==> config.mk <==
export PLATFORM = sky130hd
export DESIGN_NAME = timer1_peripheral
export DESIGN_NICKNAME = d
export VERILOG_FILES = /design/src/rtl/picmicro_periph_pkg.sv /design/src/rtl/sync_edge_detect.sv /design/src/rtl/timer1_peripheral.sv
export SDC_FILE = /design/constraint.sdc
export NUM_CORES = 1
export LEC_CHECK = 0
export CORE_MARGIN = 5
export CORE_UTILIZATION = 48
export CTS_CLUSTER_SIZE = 8
export DETAILED_ROUTE_END_ITERATION = 10
export GPL_TIMING_DRIVEN = 0
export PLACE_DENSITY = 0.76
export SLEW_MARGIN = 25
export SYNTH_ARGS = -nofsm -noshare
export SYNTH_HDL_FRONTEND = slang
export SYNTH_SLANG_ARGS = --single-unit
==> constraint.sdc <==
create_clock -name clk -period 2.1 [get_ports clk]
set_clock_uncertainty 0.2 [all_clocks]
set_input_delay 0.315 -clock clk [delete_from_list [all_inputs] [get_ports clk]]
set_output_delay 0.315 -clock clk [all_outputs]
set_load 0.01 [all_outputs]
==> src/rtl/picmicro_periph_pkg.sv <==
// Shared address map, T1CON field layout and prescaler helpers for the bank-0 timer peripherals.
// Constants only; no latency or flow control of its own.
package picmicro_periph_pkg;

  localparam logic [8:0] ADDR_TMR1L = 9'h00E;
  localparam logic [8:0] ADDR_TMR1H = 9'h00F;
  localparam logic [8:0] ADDR_T1CON = 9'h010;

  localparam int T1CON_TMR1ON    = 0;
  localparam int T1CON_TMR1CS    = 1;
  localparam int T1CON_T1SYNC    = 2;
  localparam int T1CON_T1OSCEN   = 3;
  localparam int T1CON_T1CKPS_LO = 4;
  localparam int T1CON_T1CKPS_HI = 5;
  localparam int T1CON_W         = 6;

  localparam int PIR1_TMR1IF = 0;

  typedef enum logic [1:0] {
    T1CKPS_1 = 2'd0,
    T1CKPS_2 = 2'd1,
    T1CKPS_4 = 2'd2,
    T1CKPS_8 = 2'd3
  } t1ckps_e;

  // Last prescaler count before the counter advances (ratio - 1).
  function automatic logic [2:0] psc_terminal(input t1ckps_e ckps);
    case (ckps)
      T1CKPS_1: return 3'd0;
      T1CKPS_2: return 3'd1;
      T1CKPS_4: return 3'd3;
      default:  return 3'd7;
    endcase
  endfunction

endpackage

==> src/rtl/sync_edge_detect.sv <==
// Optional N-flop synchroniser followed by a rising-edge detector producing a one-clk pulse.
// Latency: SYNC_STAGES clk edges to the pulse; no backpressure, runs every cycle.
module sync_edge_detect #(
  parameter int SYNC_STAGES = 2
) (
  input  logic clk,
  input  logic rst_n,
  input  logic i_sig,
  output logic o_rise
);

  logic w_sync;
  logic r_prev;

  generate
    if (SYNC_STAGES == 0) begin : g_nosync
      assign w_sync = i_sig;
    end else begin : g_sync
      logic [SYNC_STAGES-1:0] r_sync;

      always_ff @(posedge clk or negedge rst_n) begin
        if (!rst_n) begin
          r_sync <= '0;
        end else begin
          r_sync[0] <= i_sig;
          for (int i = 1; i < SYNC_STAGES; i++) begin
            r_sync[i] <= r_sync[i-1];
          end
        end
      end

      assign w_sync = r_sync[SYNC_STAGES-1];
    end
  endgenerate

  always_ff @(posedge clk or negedge rst_n) begin
    if (!rst_n) begin
      r_prev <= 1'b0;
    end else begin
      r_prev <= w_sync;
    end
  end

  assign o_rise = w_sync & ~r_prev;

endmodule

==> src/rtl/timer1_peripheral.sv <==
// 16-bit Timer1 with 1/2/4/8 prescaler, clkout or T1CKI source, and a one-clk wrap strobe for TMR1IF.
// Latency: counter updates 1 clk after a clkout rise, 3 clks after a T1CKI rise; reads are combinational; no backpressure.
module timer1_peripheral
  import picmicro_periph_pkg::*;
#(
  parameter logic [8:0] BASE_TMR1L = ADDR_TMR1L
) (
  input  logic       clk,
  input  logic       rst_n,
  input  logic       clkout,
  input  logic       t1cki,
  input  logic [8:0] addr,
  input  logic [7:0] data_in,
  input  logic       wr_en,
  output logic [7:0] data_out,
  output logic       rd_hit,
  output logic       tmr1if_strobe
);

  logic [15:0]        r_tmr1;
  logic [T1CON_W-1:0] r_t1con;
  logic [2:0]         r_psc;
  logic               r_strobe;

  logic w_sel_l, w_sel_h, w_sel_c;
  logic w_wr_l, w_wr_h, w_wr_c, w_wr_tmr;
  logic w_clk_rise, w_t1_rise;
  logic w_tick, w_inc_en, w_psc_hit, w_tmr_inc;

  assign w_sel_l  = (addr == BASE_TMR1L);
  assign w_sel_h  = (addr == BASE_TMR1L + 9'd1);
  assign w_sel_c  = (addr == BASE_TMR1L + 9'd2);
  assign w_wr_l   = wr_en & w_sel_l;
  assign w_wr_h   = wr_en & w_sel_h;
  assign w_wr_c   = wr_en & w_sel_c;
  assign w_wr_tmr = w_wr_l | w_wr_h;

  // Both detectors always run so enabling or switching source cannot fabricate an edge.
  sync_edge_detect #(.SYNC_STAGES(0)) u_clkout_edge (
    .clk    (clk),
    .rst_n  (rst_n),
    .i_sig  (clkout),
    .o_rise (w_clk_rise)
  );

  sync_edge_detect #(.SYNC_STAGES(2)) u_t1cki_edge (
    .clk    (clk),
    .rst_n  (rst_n),
    .i_sig  (t1cki),
    .o_rise (w_t1_rise)
  );

  assign w_tick    = r_t1con[T1CON_TMR1CS] ? w_t1_rise : w_clk_rise;
  assign w_inc_en  = w_tick & r_t1con[T1CON_TMR1ON];
  assign w_psc_hit = (r_psc == psc_terminal(t1ckps_e'(r_t1con[T1CON_T1CKPS_HI:T1CON_T1CKPS_LO])));
  assign w_tmr_inc = w_inc_en & w_psc_hit & ~w_wr_tmr;

  always_ff @(posedge clk or negedge rst_n) begin
    if (!rst_n) begin
      r_psc <= 3'd0;
    end else if (w_wr_tmr) begin
      r_psc <= 3'd0;
    end else if (w_inc_en) begin
      r_psc <= w_psc_hit ? 3'd0 : r_psc + 3'd1;
    end
  end

  // A byte write beats a same-cycle increment; the other byte is left alone.
  always_ff @(posedge clk or negedge rst_n) begin
    if (!rst_n) begin
      r_tmr1 <= 16'h0000;
    end else if (w_wr_l) begin
      r_tmr1[7:0] <= data_in;
    end else if (w_wr_h) begin
      r_tmr1[15:8] <= data_in;
    end else if (w_tmr_inc) begin
      r_tmr1 <= r_tmr1 + 16'd1;
    end
  end

  always_ff @(posedge clk or negedge rst_n) begin
    if (!rst_n) begin
      r_t1con <= '0;
    end else if (w_wr_c) begin
      r_t1con <= data_in[T1CON_W-1:0];
    end
  end

  always_ff @(posedge clk or negedge rst_n) begin
    if (!rst_n) begin
      r_strobe <= 1'b0;
    end else begin
      r_strobe <= w_tmr_inc & (r_tmr1 == 16'hFFFF);
    end
  end

  always_comb begin
    data_out = 8'h00;
    if (w_sel_l) begin
      data_out = r_tmr1[7:0];
    end else if (w_sel_h) begin
      data_out = r_tmr1[15:8];
    end else if (w_sel_c) begin
      data_out = {2'b00, r_t1con};
    end
  end

  assign rd_hit        = w_sel_l | w_sel_h | w_sel_c;
  assign tmr1if_strobe = r_strobe;

endmodule

Word level (Yosys, flattened, before mapping)
Index checks and enable logic that the tools add are counted.
{"block": "word_totals", "reg_bits": 30, "elab_cells": 52}
{"block": "classes", "n_addsub": 2, "n_eq_ne": 8, "mux": 12, "bitwise_logic": 16, "reduce_logical": 6}
{"op": "2-to-1 mux 8 bit", "n": 5}
{"op": "equality test 9 x 4 -> 1 bit, second input constant", "n": 2}
{"op": "adder 16 x 1 -> 16 bit, second input constant", "n": 1}
{"op": "equality test 16 bit, second input constant", "n": 1}
{"op": "2-to-1 mux 16 bit", "n": 1}
{"op": "bitwise AND 1 bit", "n": 9}
{"op": "equality test 9 x 5 -> 1 bit, second input constant", "n": 1}
{"op": "2-to-1 mux 3 bit", "n": 3}
{"op": "case mux 3 bit (3 select lines)", "n": 1}
{"op": "2-to-1 mux 6 bit", "n": 1}
{"op": "nonzero test 2 bit", "n": 3}
{"op": "inverter 1 bit", "n": 4}
{"op": "AND reduction 2 bit", "n": 2}
{"op": "adder 3 x 1 -> 3 bit, second input constant", "n": 1}
{"op": "equality test 3 bit", "n": 1}
{"op": "bitwise OR 1 bit", "n": 3}
{"op": "equality test 2 x 1 -> 1 bit, second input constant", "n": 1}
{"op": "equality test 2 bit, second input constant", "n": 1}
{"op": "zero test 2 bit", "n": 1}
{"op": "inequality test 2 bit, second input constant", "n": 1}
{"op": "2-to-1 mux 1 bit", "n": 1}

Longest topological paths before layout
{"block": "logic_depth", "word_depth": 9, "ltp_mapped": 9}

By module
A second synthesis with hierarchy kept.
{"block": "hier_totals", "hier_cells": 210, "hier_area_um2": 1896.8}
{"module": "timer1_peripheral", "instances": 1, "cells_per_inst": 204, "area_each_um2": 1769.2, "seq_area_each_um2": 650.6}
{"module": "sync_edge_detect at u_t1cki_edge", "instances": 1, "cells_per_inst": 4, "area_each_um2": 88.8, "seq_area_each_um2": 75.1}
{"module": "sync_edge_detect at u_clkout_edge", "instances": 1, "cells_per_inst": 2, "area_each_um2": 38.8, "seq_area_each_um2": 25.0}

Worst setup path after synthesis
OpenSTA, ideal clock, no wires.
{"block": "synth_path", "path_type": "input -> register", "startpoint": "input port addr[1]", "endpoint": "register r_tmr1[8]", "arrival_time_ps": 1746, "required_ps": 1778, "setup_slack_ps": 33, "path_stages": 8, "path_buffers": 3, "path_cell_list": "and4b_1 clkbuf_1 and3_1 buf_4 buf_4 a2111oi_2 mux2i_1 nand2_1"}
{"block": "synth_between", "elab_chain_cells": 7, "word_cells_on_any_way": 11, "classes_between": "eq/ne (2); mux (1); bitwise (6); reduce/logical (2)"}
{"element": "start: declaration", "line": "timer1_peripheral.sv:12", "text": "input logic [8:0] addr,"}
{"element": "equality test 9 x 4 -> 1 bit, on equally long branches", "line": "timer1_peripheral.sv:30, timer1_peripheral.sv:31"}
{"element": "bitwise AND 1 bit, on equally long branches", "line": "timer1_peripheral.sv:33, timer1_peripheral.sv:34"}
{"element": "bitwise OR 1 bit", "line": "timer1_peripheral.sv:36", "text": "assign w_wr_tmr = w_wr_l | w_wr_h;"}
{"element": "inverter 1 bit", "line": "timer1_peripheral.sv:56", "text": "assign w_tmr_inc = w_inc_en & w_psc_hit & ~w_wr_tmr;"}
{"element": "bitwise AND 1 bit", "line": "timer1_peripheral.sv:56"}
{"element": "nonzero test 2 bit (no source line)"}
{"element": "AND reduction 2 bit (no source line)"}
{"element": "end signal: assignment", "line": "timer1_peripheral.sv:75", "text": "r_tmr1[15:8] <= data_in;"}
{"element": "end signal: assignment", "line": "timer1_peripheral.sv:77", "text": "r_tmr1 <= r_tmr1 + 16'd1;"}
{"element": "end: declaration", "line": "timer1_peripheral.sv:20", "text": "logic [15:0] r_tmr1;"}
Parallel ways exist; a longest one is shown, timed or not.
A chain may end at the register's enable or synchronous reset.

Worst setup path after layout
{"block": "layout_path", "startpoint": "register r_t1con[4]", "endpoint": "register r_strobe (netlist: tmr1if_strobe)"}
{"block": "layout_between", "elab_chain_cells": 6, "word_cells_on_any_way": 8, "classes_between": "eq/ne (3); mux (1); bitwise (3); reduce/logical (1)"}
{"element": "start: declaration", "line": "timer1_peripheral.sv:21", "text": "logic [T1CON_W-1:0] r_t1con;"}
{"element": "start signal: assignment", "line": "timer1_peripheral.sv:85", "text": "r_t1con <= data_in[T1CON_W-1:0];"}
{"element": "equality test 2 bit, or another cell as far along", "line": "picmicro_periph_pkg.sv:28", "text": "case (ckps)"}
{"element": "case mux 3 bit (3 select lines) *", "line": "picmicro_periph_pkg.sv:28"}
{"element": "equality test 3 bit *", "line": "timer1_peripheral.sv:55", "text": "assign w_psc_hit = (r_psc == psc_terminal(t1ckps_e'(r_t1con[T1CON_T1CKPS_HI:T1CON_T1CKPS_LO])));"}
{"element": "bitwise AND 1 bit * (2 in a row)", "line": "timer1_peripheral.sv:56"}
{"element": "bitwise AND 1 bit *", "line": "timer1_peripheral.sv:93", "text": "r_strobe <= w_tmr_inc & (r_tmr1 == 16'hFFFF);"}
{"element": "end signal: assignment", "line": "timer1_peripheral.sv:93"}
{"element": "end: declaration", "line": "timer1_peripheral.sv:23", "text": "logic r_strobe;"}
Mark *: on every way between the ends. The rest lies on a longest branch, timed or not.

==> results.yml <==
clock_tree:
  cts_buffers: 5
  cts_tree: "yes"
  cts-root-buf: "clkbuf_8"
  cts.clk_slew.worst_paths_ns: 0.07
  htreeDepth: 2
  clock_path_buffers: 2
  clkLatencyLatePin_ns: 0.29
  cts_num_sinks: 30
global_route:
  grt_max_degree: 31
  overflow: 0
  grt_first_pass_wirelength_um: 9530
  grt_pass1_vias: 1998
  antenna_found_initial: 0
  grtUsageTotal_pct: 23.4
timing:
  worst_pin_slew_ns: 0.704
  period_needed_ns: 2.09
  fmaxAchievable_mhz: 478
  rsz0062_at_grt: "yes"
  slew_headroom_pct: 53.1
  final.setup.worst_slack_ns: 0.00722
  slew_viol_final: 0
  finalSetupViolations: 0
  period_share_pct: 99.7
  hold_viol_final: 0
routing:
  dr.pass1.iters: 5
  drc: 0
  post_drt_wl_per_cell_um: 19.2
  routed_wl_um: 6130
  num_vias: 1981
  ant_nets: 0
  drtIter0Drc: 238
  viasPerCell: 6.19
setup_path:
  cp-startpoint: "r_t1con[4]"
  slowest_delay_ns: 0.48
  rr_startpoint: "r_t1con[4]"
  path_max_fanout: 5
  crit_path_end_kind: "flop"
  arrival_ns: 2.07
  slowest_stage: "a21oi_1"
  required_ns: 2.08
  cp-start-kind: "flop"
  criticalPathCategory: "reg -> reg"
  path_cells: "xnor2_2 -> nand4_4 -> a21oi_1 -> nand2_1 -> nor4_1"
run_status:
  status: "finished, final reports clean"
place:
  preCtsSetupSlack_ns: -1.09
  gp_congestion: 0.835
  dpl.hpwl_um: 3550
  dp.cells: 286
  numPortBuffers: 31
floorplan:
  core_um2: 3940
  initial_core_util_pct: 48.7
  die_w_um: 73.3
  die_area_um2: 5370
  num_rows: 23
  io_pins: 32
  die_h_um: 73.3
finish:
  multi_input_area_um2: 1340
  regArea_um2: 756
  nFillCells: 280
  finalNonFillerCells: 320
  fin_util_pct: 71.7
  antennaDiodeCount: 0
  drive_above_1_share_pct: 36.3
  fin_nets: 293
  area_growth_pct: 47.1
power:
  power.switching_mw: 0.388
  power.internal_mw: 0.961
  p_per_area_nw_per_um2: 477
  power_mw: 1.35
  clock_power_share_pct: 37.3
  power.leakage_nw: 1.17
  seq_power_share_pct: 47.7
  p_comb_share_pct: 14.9
  swShare_pct: 28.8
  ir_drop_uv: 406
logic_synthesis:
  yosysWarnings: 0
  ys_seq_elements: 30
  synthFlopType: "dfrtp_1"
  synth_edf_count: 0
  ys_seq_area_share_pct: 39.1
  synthArstFlopShare_pct: 100
  netlist_area_um2: 1920
  synthCells: 205
  synth_cell_type_count: 47
  synth_top_area_share_pct: 39.1
  netlist_top_cells_area: "dfrtp_1, mux2i_1, a2111oi_2, nor2_1, nand2_1"
  syn_avg_cell_area_um2: 9.37
  synth_fp_nets: 229
  yosysTopAreaCell: "dfrtp_1"
worst_hold_path:
  min-delay-start: "clkout"
  hold_path_class: "in -> reg"
run:
  cap_viol_max_count: 0
## power groups by stage
stage,Sequential (mW),Clock (mW),Combinational [mW]
3_5_place_dp,0.651,0,0.154
4_1_cts,0.640,0.504,0.187
3_3_place_gp,0.650,0,0.151
2_1_floorplan,0.641,0,0.0796
5_1_grt,0.649,0.530,0.217
6_report,0.644,0.504,0.201
## layout by cell type (no fill, tap or decap), types with 3 or more instances in the layout
master           Yosys  routed
dfrtp_1             30      26
buf_4                2      24
nor2_1              23      21
nand2_1             20      17
nand3_1             12      12
clkdlybuf4s50_1      0      11
mux2i_1             10      10
buf_2                1       9
inv_1                8       8
a21oi_1              8       6
a2111oi_4            0       6
mux2_2               6       6
clkbuf_8             0       6
xnor2_1              5       5
a31oi_1              6       5
dlygate4sd2_1        0       5
o21ai_2              1       4
and4_1               4       4
nand4_1              4       4
buf_6                1       4
dfrtp_2              0       4
o21ai_0              7       3
and2_1               3       3
o31ai_1              4       3
or4_1                4       3
clkdlybuf4s15_1      0       3
clkdlybuf4s15_2      0       3
## layout make-up
class / count / area share [%]
clock buffers: 6 / 2.92
repair buffers: 59 / 17.0
clock inverters: 2 / 0.443
well taps: 50 / 2.21
multi-input cells: 158 / 47.2
flip-flops and latches: 30 / 26.7
inverters: 8 / 1.06
plain buffers: 7 / 2.39
## registers in the layout, summed over array words and instances, names as in the netlist
| register | count |
|---|---|
| u_t1cki_edge.r_prev | 1 |
| r_tmr1 | 16 |
| r_t1con | 6 |
| u_clkout_edge.r_prev | 1 |
| tmr1if_strobe | 1 |
| u_t1cki_edge.g_sync.r_sync | 2 |
| r_psc | 3 |
## cells in the mapped netlist, types with 2 or more instances
cell type,instances
a2111oi_2,6
a21oi_1,8
a31oi_1,6
and2_1,3
and3_1,3
and4_1,4
and4b_1,2
buf_4,2
clkbuf_1,6
dfrtp_1,30
ha_1,2
inv_1,8
mux2_2,6
mux2i_1,10
nand2_1,20
nand3_1,12
nand4_1,4
nor2_1,23
nor3_1,2
nor4_1,3
o211ai_1,2
o21ai_0,7
o31ai_1,4
or4_1,4
xnor2_1,5
xor2_1,2
## metrics by stage
step | instance area [µm²] | TNS (ns) | hold WS, ns
6_report | 2830 | 0 | 0.0956
3_5_place_dp | 2290 | -21.47 | 0.138
2_1_floorplan | 1920 | 0 | -0.181
3_3_place_gp | 2290 | -21.24 | 0.136
5_1_grt | 2830 | -0.425 | 0.0886
4_1_cts | 2700 | 0 | 0.0873
## per-layer routing
| metal | vias up | global-route usage [%] | wire (µm) |
|---|---|---|---|
| li1 | 895 | - | - |
| met5 | - | 0 | 0 |
| met3 | 14 | 4.92 | 433 |
| met4 | 0 | 8.20 | 121 |
| met2 | 99 | 39.5 | 3010 |
| met1 | 973 | 29.6 | 2570 |
## repair_timing
action	4_1_cts	5_1_grt
cloned	1	1
hold endpoints to repair	30	0
setup buffers	22	5
gates resized for setup	80	30
pin swaps	22	19
endpoints found under the setup margin	32	22
hold buffers	1	0
## worst max-delay path, delay by kind of cell, from the launching register on
kind / cells / cell delay, ns
compound gates: 1 / 0.48
flops: 1 / 0.44
simple gates: 3 / 0.65
xor+xnor: 1 / 0.21
## cell families (layout without fill, tap and decap cells)
family	after synthesis	after routing	synth area share, %
buffers and inverters	18	82	4.36
flip-flops	30	30	39.1
multiplexers	16	16	8.72
adder cells (fa/ha/maj)	2	2	1.30
AO/OA/AOI/OAI	43	43	17.4
XOR/XNOR	8	8	4.04
AND/OR/NAND/NOR	88	89	25.1
## path summary, 6_finish.rpt
path / to / slack (ns) / cells after the start
worst max register to register: tmr1if_strobe / 0.007 / 5
worst min register to register: u_t1cki_edge.g_sync.r_sync[1] / 0.15 / 0
worst min-delay path: u_clkout_edge.r_prev / 0.1 / 1
worst max-delay path: tmr1if_strobe / 0.007 / 5
max in group asynchronous: r_tmr1[0] / 0.80 / 2
min in group asynchronous: r_psc[0] / 0.40 / 2
(Power assumes the default switching activity.)
